**config.mk**
```make
export PLATFORM = sky130hd
export DESIGN_NAME = cmp_seq16
export DESIGN_NICKNAME = d
export VERILOG_FILES = /design/src/rtl/cmp_seq16.sv
export SDC_FILE = /design/constraint.sdc
export NUM_CORES = 1
export LEC_CHECK = 0
export ABC_CLOCK_PERIOD_IN_PS = 2940
export CAP_MARGIN = 20
export CORE_ASPECT_RATIO = 1.25
export CORE_MARGIN = 5
export CORE_UTILIZATION = 30
export CTS_CLUSTER_SIZE = 28
export DETAILED_ROUTE_END_ITERATION = 8
export PLACE_DENSITY = 0.6
export SLEW_MARGIN = 10
export SYNTH_ARGS = -nofsm -noshare
export SYNTH_HDL_FRONTEND = slang
export SYNTH_SLANG_ARGS = --single-unit
```
**constraint.sdc**
```tcl
create_clock -name iClk -period 2.94 [get_ports iClk]
set_input_delay 0.588 -clock iClk [delete_from_list [all_inputs] [get_ports iClk]]
set_output_delay 0.588 -clock iClk [all_outputs]
set_load 0.05 [all_outputs]
```
**src/rtl/cmp_seq16.sv**
```systemverilog
// Sequential magnitude comparator: walks two 4*NIB-bit operands LSB nibble first
// through an external cascaded 4-bit comparator and reports a one-hot verdict.
module cmp_seq16 #(
    parameter int NIB = 4
) (
    input  logic             iClk,
    input  logic             iRst_n,
    input  logic             iValid,
    output logic             oReady,
    input  logic [4*NIB-1:0] iOpA,
    input  logic [4*NIB-1:0] iOpB,
    output logic             oValid,
    input  logic             iReady,
    output logic [2:0]       oResult,
    output logic             oErr,
    output logic [3:0]       oCmpA,
    output logic [3:0]       oCmpB,
    output logic [2:0]       oCmpCas,
    input  logic [2:0]       iCmpRes,
    output logic             oBusy
);

    localparam int          W      = 4 * NIB;
    localparam int          IW     = (NIB > 1) ? $clog2(NIB) : 1;
    localparam logic [2:0]  CAS_EQ = 3'b001;

    typedef enum logic [1:0] {
        IDLE = 2'd0,
        RUN  = 2'd1,
        DONE = 2'd2
    } state_t;

    state_t          state_q, state_d;
    logic [IW-1:0]   idx_q, idx_d;
    logic [2:0]      cas_q, cas_d;
    logic            err_q, err_d;
    logic [W-1:0]    opa_q, opa_d;
    logic [W-1:0]    opb_q, opb_d;

    always_ff @(posedge iClk or negedge iRst_n) begin
        if (!iRst_n) begin
            state_q <= IDLE;
            idx_q   <= '0;
            cas_q   <= CAS_EQ;
            err_q   <= 1'b0;
        end else begin
            state_q <= state_d;
            idx_q   <= idx_d;
            cas_q   <= cas_d;
            err_q   <= err_d;
        end
    end

    // Operands are pure data: only ever meaningful after a capture in IDLE.
    always_ff @(posedge iClk) begin
        opa_q <= opa_d;
        opb_q <= opb_d;
    end

    always_comb begin
        state_d = state_q;
        idx_d   = idx_q;
        cas_d   = cas_q;
        err_d   = err_q;
        opa_d   = opa_q;
        opb_d   = opb_q;
        oReady  = 1'b0;
        oValid  = 1'b0;
        oBusy   = 1'b0;
        oResult = 3'b000;
        oErr    = 1'b0;
        oCmpA   = 4'h0;
        oCmpB   = 4'h0;
        oCmpCas = CAS_EQ;

        unique case (state_q)
            IDLE: begin
                oReady = 1'b1;
                if (iValid) begin
                    opa_d   = iOpA;
                    opb_d   = iOpB;
                    idx_d   = '0;
                    cas_d   = CAS_EQ;
                    err_d   = 1'b0;
                    state_d = RUN;
                end
            end
            RUN: begin
                oBusy   = 1'b1;
                oCmpA   = opa_q[idx_q*4 +: 4];
                oCmpB   = opb_q[idx_q*4 +: 4];
                oCmpCas = cas_q;
                // A malformed code restarts the cascade as "equal" so later nibbles still run.
                if ($onehot(iCmpRes)) begin
                    cas_d = iCmpRes;
                end else begin
                    cas_d = CAS_EQ;
                    err_d = 1'b1;
                end
                if (idx_q == IW'(NIB - 1)) begin
                    idx_d   = '0;
                    state_d = DONE;
                end else begin
                    idx_d = idx_q + IW'(1);
                end
            end
            DONE: begin
                oValid  = 1'b1;
                oResult = err_q ? 3'b000 : cas_q;
                oErr    = err_q;
                if (iReady) begin
                    state_d = IDLE;
                end
            end
            default: begin
                state_d = IDLE;
            end
        endcase
    end

endmodule

```
==> impl_metrics.tcl <==
set metrics [dict create \
    status "finished, final reports clean" \
    p_per_area_nw_per_um2 1010 \
    worstPathMaxFanout 6 \
    yosys_warnings 0 \
    tritoncts "yes" \
    cp_slowest_stage_delay_ns 0.79 \
    cts_num_sinks 40 \
    postLayoutCoreUtil_pct 44.2 \
    required_ns 2.35 \
    synth_top_family_by_area "multiplexers" \
    wl_per_cell_um 14.0 \
    dr.pass1.iters 3 \
    drcViolationCount 0 \
    die_height_um 93.3 \
    antenna_found_initial 0 \
    io_pins 57 \
    synth-seq-area-share_pct 69.8 \
    rows 30 \
    cp-start-kind "register" \
    nNetsFinal 208 \
    syn_nets 146 \
    final_cells 232 \
    drive_gt1_share_pct 16.7 \
    path_depth 4 \
    coreArea_um2 5410 \
    dp.cells 224 \
    ant_nets 0 \
    leakage_nw 0.897 \
    worst_pin_slew_ns 0.504 \
    synth-seq-cells 40 \
    synth_area_per_cell_um2 15.9 \
    reg2reg_from "state_q[0]" \
    maxCapViolCount 0 \
    ys_async_sr_fraction_pct 20.0 \
    clockRootBuffer "clkbuf_8" \
    antenna_cells 0 \
    crit_family "buffers and inverters" \
    relSlewSlack_pct 66.3 \
    finalHoldViolCount 0 \
    final.setup_skew_ns 0.00627 \
    rsz0062_at_grt "false" \
    crit_arrival_ns 2.02 \
    grt_usage_pct 9.69 \
    floorplan.initialDensity_pct 30.8 \
    whs_path_depth 2 \
    synth_compound_area_share_pct 7.59 \
    wirelength_mm 3.26 \
    numCtsBuffers 5 \
    min_from "cas_q[0]" \
    crit_start "state_q[0]" \
    rr_worst_depth 3 \
    synth_xor_area_share_pct 0 \
    ir_drop_mv 0.520 \
    drtIter0Drc 39 \
    synthAdderAreaFrac_pct 1.95 \
    grt_pass1_wl_mm 5.40 \
    synth_cells 105 \
    mostFrequentLayoutCell "clkdlybuf4s50_1" \
    vias 1058 \
    syn_to_final_growth_pct 43.5 \
    gp_congestion 0.774 \
    die_area_um2 7150 \
    hpwlAfterDp_mm 2.53 \
    synthSimpleGateAreaFrac_pct 7.44 \
    cp_slowest_cell "clkdlybuf4s50_1" \
    ctsHtreeMaxLevel 2 \
    fin_crit_sh_pct 88.6 \
    syn_area_um2 1670 \
    setup_viol 0 \
    crit_buf_inv 1 \
    fmax_mhz 384 \
    synth_edf_count 32 \
    synth_ff_type "edfxtp_1" \
    cts_setup_buffers 0 \
    layout_common_cells "48 x clkdlybuf4s50_1, 32 x edfxtp_1, 17 x mux2i_1, 10 x buf_4" \
    viasPerCell 4.56 \
    period_minus_slack_ns 2.61 \
    hold_buffers 0 \
    hold_path_class "register to register" \
    die_w_um 76.6 \
    clkSlewWorstSetupHoldPaths_ns 0.08 \
    synthMuxAreaShare_pct 10.2 \
    finalMaxSlewViolations 0 \
    fin_setup_tns_ns 0 \
    cts_buffer_depth 2 \
    setup.worst_path.end_class "output port" \
    grt_start_max_net_pins 33 \
    clkLatencyLatePin_ns 0.29 \
    synth_cell_types 26 \
    crit_chain "nand2b_1 -> nor2_1 -> and2_1 -> clkdlybuf4s50_1" \
    grt_pass1_vias 1160 \
    portBuffers 56 \
    crit_type "register to output port" \
    cts_resized 0 \
    overflow 0 \
]
layer usage:
metal / GRT usage, % / wire [um] / up-vias
met2: 16.6 / 1700 / 48
met5: 0 / 0 / -
met1: 10.8 / 1250 / 492
met3: 3.66 / 275 / 4
met4: 3.94 / 25 / 0
li1: - / - / 514
state kept, by name (all words and copies together), names as in the netlist:
signal and flops:
err_q 1, idx_q 2, opb_q 16, cas_q 3
state_q 2, opa_q 16
metrics by stage:
step                area, um^2  setup WS (ns)  hold WS, ns  total power [mW]
detailed placement        2270          0.629        0.516              2.01
global placement          2270          0.663        0.509              1.98
floorplan                 1670          0.482        0.292              1.67
finish                    2390          0.335        0.524              2.41
CTS                       2390          0.305        0.529              2.46
global route              2390          0.205        0.565              2.55
worst reg2reg max path, delay by kind of cell, from the launching register on:
kind,cells,cell delay [ns]
DFF,1,0.46
and+or+nand+nor,2,0.31
buffers and inverters,1,0.35
cell type report:
class | count | area (um^2)
flip-flops and latches | 40 | 1160
fillers | 517 | 3020
clock inverters | 3 | 46.3
well taps | 64 | 80.1
clock buffers | 5 | 68.8
multi-input cells | 57 | 453
inverters | 5 | 23.8
repair buffers | 58 | 556
report_power, final:
part | internal [mW] | leakage, nW | switching [mW]
Clock | 0.255 | 0.0548 | 0.191
Combinational | 0.407 | 0.450 | 0.749
Sequential | 0.751 | 0.392 | 0.0569
Total | 1.41 | 0.897 | 0.997
cell usage after synthesis, types with 2 or more instances:
library cell	number	area share, %
a21oi_1	3	0.90
a22o_1	2	1.1
and2_1	4	1.5
and2_2	2	0.90
buf_4	2	0.90
dfrtp_1	7	11
edfxtp_1	32	58
inv_1	4	0.90
mux2i_1	17	10
nand2_1	2	0.45
nand2b_1	3	1.1
nor2_1	5	1.1
nor3_1	2	0.60
o22ai_1	7	2.6
o22ai_2	2	1.5
logic make-up after synthesis:
group / Yosys count
AND/OR/NAND/NOR: 21
AO/OA/AOI/OAI: 17
flip-flops: 40
adder cells (fa/ha/maj): 2
multiplexers: 17
buffers and inverters: 8
path summary, 6_finish.rpt:
check / to / slack, ns
setup reg to reg: opa_q[0] / 1.47
min in group asynchronous: cas_q[1] / 0.58
setup / recovery: oResult[2] / 0.33
hold / removal: cas_q[0] / 0.52
max in group asynchronous: cas_q[0] / 2.05
hold reg to reg: cas_q[0] / 0.52
Note: power is estimated with default switching activity, not from simulation.
==> patch 1 (same settings) <==
Put a register stage on the output `oErr`, with the module's reset. The value now appears one clock later. The other outputs are not delayed to match.
--- a/src/rtl/cmp_seq16.sv
+++ b/src/rtl/cmp_seq16.sv
@@ -30,4 +30,6 @@
         DONE = 2'd2
     } state_t;
+
+    logic oErr_d;
 
     state_t          state_q, state_d;
@@ -69,5 +71,5 @@
         oBusy   = 1'b0;
         oResult = 3'b000;
-        oErr    = 1'b0;
+        oErr_d  = 1'b0;
         oCmpA   = 4'h0;
         oCmpB   = 4'h0;
@@ -108,5 +110,5 @@
                 oValid  = 1'b1;
                 oResult = err_q ? 3'b000 : cas_q;
-                oErr    = err_q;
+                oErr_d  = err_q;
                 if (iReady) begin
                     state_d = IDLE;
@@ -119,4 +121,12 @@
     end
 
+    always_ff @(posedge iClk or negedge iRst_n) begin
+        if (!iRst_n) begin
+            oErr <= '0;
+        end else begin
+            oErr <= oErr_d;
+        end
+    end
+
 endmodule
 
Formal check against the unedited RTL: not equivalent (a bounded check fails within 10 cycles, from zero or initial values and one cycle with iRst_n low).
==> patch 1 against the unedited design <==
Critical path depth did not move. Count of clock-buffer cells in the layout did not move. Power fell by 2.8%. Worst setup slack got worse by 15 ps. Core utilization fell by 0.37 points. Sequential cell count rose by 1. Wire length rose by 5.3%. Design area fell by 0.16%. Largest cell class unchanged. Clock skew fell by 3.2 ps. Area after synthesis rose by 1.5%. Synthesized cell count rose by 0.95%.
==> patch 1: results (changes against the unedited design) <==
run_status: "completed"
detail_route.wl_per_cell_um: 14.7  # +4.9%
fillers: 490  # -5.2%
power_density_mw_per_mm2: 982  # -2.7%
muxShareOfSynthArea_pct: 10.1  # -0.15 points
grt_start_max_net_pins: 33  # unchanged
layout.core_utilization_pct: 43.8  # -0.37 points
vdd_ir_drop_max_mv: 0.537  # +3.3%
num_antenna_cells: 0  # unchanged
seq_share_pct: 49.8  # +1.1 points
async_reset_ff_share_pct: 22.0  # +2.0 points
netlist-cell-type-count: 26  # unchanged
port_buffers: 56  # unchanged
starting_drc_count_in_detailed_routing: 34  # -13%
die-area_mm2: 0.00725  # +1.3%
clockNetworkPower_uw: 351  # -21%
detail_route.wirelength_mm: 3.43  # +5.3%
synth_compound_gate_area_share_pct: 7.48  # -0.11 points
number_of_h_tree_branching_levels: 2  # unchanged
gr_usage_total_pct: 10.0  # +0.35 points
area_share_clock_buf_inv_pct: 3.62  # -1.2 points
comb.multi_input.count: 57  # unchanged
multi_input_comb_area_um2: 453  # unchanged
pre_cts_ws_ps: 604  # -25.8 ps
hold_path.class: "reg2reg"
synth_fa_ha_area_share_pct: 1.92  # -0.029 points
synth.top_cells.by_area: "sky130_fd_sc_hd__edfxtp_1 57%, sky130_fd_sc_hd__dfrtp_1 12%, sky130_fd_sc_hd__mux2i_1 10%"
synth_nets: 147  # +0.68%
bufAreaShareNonClock_pct: 23.3  # +0.037 points
leakagePower_nw: 0.900  # +0.34%
power_frac_seq_pct: 35.6  # +2.1 points
global_route_wire_length_before_repair_mm: 5.69  # +5.2%
vias: 1077  # +1.8%
maxSlewHeadroom_pct: 66.5  # +0.18 points
vias_in_the_first_global_route: 1212  # +4.5%
synth_cells: 106  # +0.95%
num-nets-final: 209  # +0.48%
drt_pre_antenna_iters: 4  # +1
critical-path-top-delay-family: "buffers and inverters"
netSwitchingPower_mw: 1.00  # +0.82%
synth.top_cells.by_count: "32 x sky130_fd_sc_hd__edfxtp_1, 17 x sky130_fd_sc_hd__mux2i_1, 8 x sky130_fd_sc_hd__dfrtp_1, 7 x sky130_fd_sc_hd__o22ai_1, 5 x sky130_fd_sc_hd__nor2_1"
ys_seq_area_share_pct: 70.2  # +0.45 points
ys_seq_elements: 41  # +2.5%
cts.repair_timing.setup_buffer_count: 0  # unchanged
signal_buffers: 58  # unchanged
place.detailed.instances: 225  # +0.45%
synthXorXnorAreaFrac_pct: 0  # unchanged
routabilityCongestion: 0.778  # +0.50%
cts_inserted_buffers: 5  # unchanged
clock-root-buffer: "sky130_fd_sc_hd__clkbuf_8"
final_layout_size_suffix_gt1_share_pct: 16.6  # -0.099 points
detailed_place_hpwl_mm: 2.59  # +2.4%
finClkSkew_ps: 3.03  # -3.23 ps
postPlaceCellArea_mm2: 0.00230  # +1.1%
cts_resized: 0  # unchanged
[patch 1: cell types whose count changed after synthesis, sizes merged]
cell,change
dfrtp,+1
[patch 1: worst paths after layout]
path / end / start / depth (start not counted) / slack, ps
max: oResult[1] / state_q[0]$_DFFE_PN0P_ / 4 / 320
min: cas_q[0]$_DFFE_PN1P_ / cas_q[0]$_DFFE_PN1P_ / 2 / 520
max reg2reg: opa_q[14]$_DFFE_PP_ / state_q[0]$_DFFE_PN0P_ / 3 / 1450
min reg2reg: cas_q[0]$_DFFE_PN1P_ / cas_q[0]$_DFFE_PN1P_ / 2 / 520
max in group asynchronous: cas_q[0]$_DFFE_PN1P_ / iRst_n / 1 / 2000
min in group asynchronous: oErr$_DFF_PN0_ / iRst_n / 1 / 610
[patch 1: routing by layer]
metal | GRT usage, % | part of all wire (%) | vias to the layer above
li1 | - | - | 517
met1 | 11.4 | 41 | 509
met2 | 17.1 | 50 | 47
met3 | 3.93 | 7.8 | 4
met4 | 3.44 | 0.90 | 0
met5 | 0 | 0 | -
==> patch 2 (same settings) <==
Made on the original files. Change the parameter `NIB` from 4 to 2. Comments in the files are not updated.
--- a/src/rtl/cmp_seq16.sv
+++ b/src/rtl/cmp_seq16.sv
@@ -2,5 +2,5 @@
 // through an external cascaded 4-bit comparator and reports a one-hot verdict.
 module cmp_seq16 #(
-    parameter int NIB = 4
+    parameter int NIB = 2
 ) (
     input  logic             iClk,
Interface: changed (resized iOpA and iOpB); port bits go from 57 to 41. No check against the original RTL was run, so the function may have changed too.
==> patch 2 against the unedited design <==
Non-clock buffer count shrank 17. Worst setup slack lost 92 ps. Design area shrank 38%. Core utilization grew 2.0 points. Area after synthesis shrank 40%. Maximum frequency shrank 3.4%. Sequential cell count shrank 17. Via count shrank 36%. Wire length shrank 42%. Power shrank 42%. Critical path type unchanged. Largest power group unchanged. Highest routed layer is now met3.
==> patch 2: results (changes against the unedited design) <==
muxShareOfSynthArea_pct: 9.21  # -1.0 points
synth_fa_ha_area_share_pct: 2.02  # +0.064 points
route.detailed.vias_per_inst: 4.43  # -2.9%
postPlaceCellArea_mm2: 0.00143  # -37%
routabilityCongestion: 0.708  # -8.5%
pre_cts_ws_ps: 497  # -132 ps
finClkSkew_ps: 1.76  # -4.50 ps
cts_inserted_buffers: 3  # -2
m1WireLength_um: 727  # -42%
detailroute.wirelength.met2_um: 928  # -45%
synth_cells: 75  # -29%
length_of_routed_met3_wiring_um: 220  # -20%
worst-endpoint-required_ps: 2350  # about the same
vias_in_the_first_global_route: 704  # -39%
port_buffers: 40  # -29%
vias: 682  # -36%
leakagePower_nw: 0.565  # -37%
detail_route.wirelength_mm: 1.88  # -42%
netlist-cell-type-count: 24  # -7.7%
ys_seq_area_share_pct: 66.2  # -3.6 points
synth_nets: 99  # -32%
synth.top_cells.by_area: "sky130_fd_sc_hd__edfxtp_1 48%, sky130_fd_sc_hd__dfrtp_1 15%, sky130_fd_sc_hd__mux2i_1 8.1%"
synth_edf_count: 16  # -50%
async_reset_ff_share_pct: 30.4  # +10 points
grt.met2_usage_pct: 14.9  # -1.7 points
gr_usage_total_pct: 8.53  # -1.2 points
route.top_layer_used: "met3"
num-nets-final: 142  # -32%
synth_compound_gate_area_share_pct: 4.79  # -2.8 points
place.detailed.instances: 150  # -33%
vdd_ir_drop_max_mv: 0.614  # +18%
crit_fanout: 12  # +6
grt_start_max_net_pins: 17  # -48%
comb_power_share_pct: 50.0  # +2.0 points
run_status: "completed"
global_route_wire_length_before_repair_mm: 2.91  # -46%
maxSlewHeadroom_pct: 64.5  # -1.8 points
number_of_h_tree_branching_levels: 1  # -1
drt_pre_antenna_iters: 2  # -1
final_layout_size_suffix_gt1_share_pct: 8.55  # -8.1 points
starting_drc_count_in_detailed_routing: 10  # -74%
global_route.usage.met1_pct: 8.97  # -1.8 points
clkLatencyLatePin_ps: 250  # -40 ps
cts_resized: 0  # unchanged
sw_share_pct: 43.5  # +2.2 points
detailed_place_hpwl_mm: 1.51  # -40%
## patch 2: changes by cell type in the layout (fill, tap and decap cells not counted), moves of 7 or more
cell,change
sky130_fd_sc_hd__nor2_1,+7
sky130_fd_sc_hd__buf_4,-9
sky130_fd_sc_hd__o22ai_1,-7
sky130_fd_sc_hd__mux2i_1,-9
sky130_fd_sc_hd__edfxtp_1,-16
sky130_fd_sc_hd__clkdlybuf4s50_1,-8
## patch 2: layout make-up
| cell class | count | area (um2) |
|---|---|---|
| repair buffers | 41 | 408 |
| flip-flops and latches | 23 | 657 |
| inverters | 4 | 15.0 |
| fillers | 310 | 1720 |
| clock buffers | 4 | 45.0 |
| well taps | 37 | 46.3 |
| multi-input cells | 45 | 304 |
## patch 2: power groups by stage
| stage | logic [mW] | registers (mW) | clock network, mW |
|---|---|---|---|
| 4_1_cts | 0.718 | 0.522 | 0.194 |
| 3_5_place_dp | 0.715 | 0.529 | 0 |
| 2_1_floorplan | 0.538 | 0.479 | 0 |
| 5_1_grt | 0.750 | 0.533 | 0.201 |
| 6_report | 0.705 | 0.519 | 0.185 |
| 3_3_place_gp | 0.711 | 0.523 | 0 |
## patch 2: final timing paths
path | from | endpoint | slack (ps) | cells past startpoint
setup / recovery | state_q[1]$_DFFE_PN0P_ | oCmpCas[2] | 240 | 4
hold / removal | cas_q[0]$_DFFE_PN1P_ | cas_q[0]$_DFFE_PN1P_ | 520 | 2
setup reg to reg | state_q[0]$_DFFE_PN0P_ | opa_q[4]$_DFFE_PP_ | 1700 | 2
hold reg to reg | cas_q[0]$_DFFE_PN1P_ | cas_q[0]$_DFFE_PN1P_ | 520 | 2
max in group asynchronous | iRst_n | cas_q[0]$_DFFE_PN1P_ | 2070 | 1
min in group asynchronous | iRst_n | state_q[1]$_DFFE_PN0P_ | 580 | 1
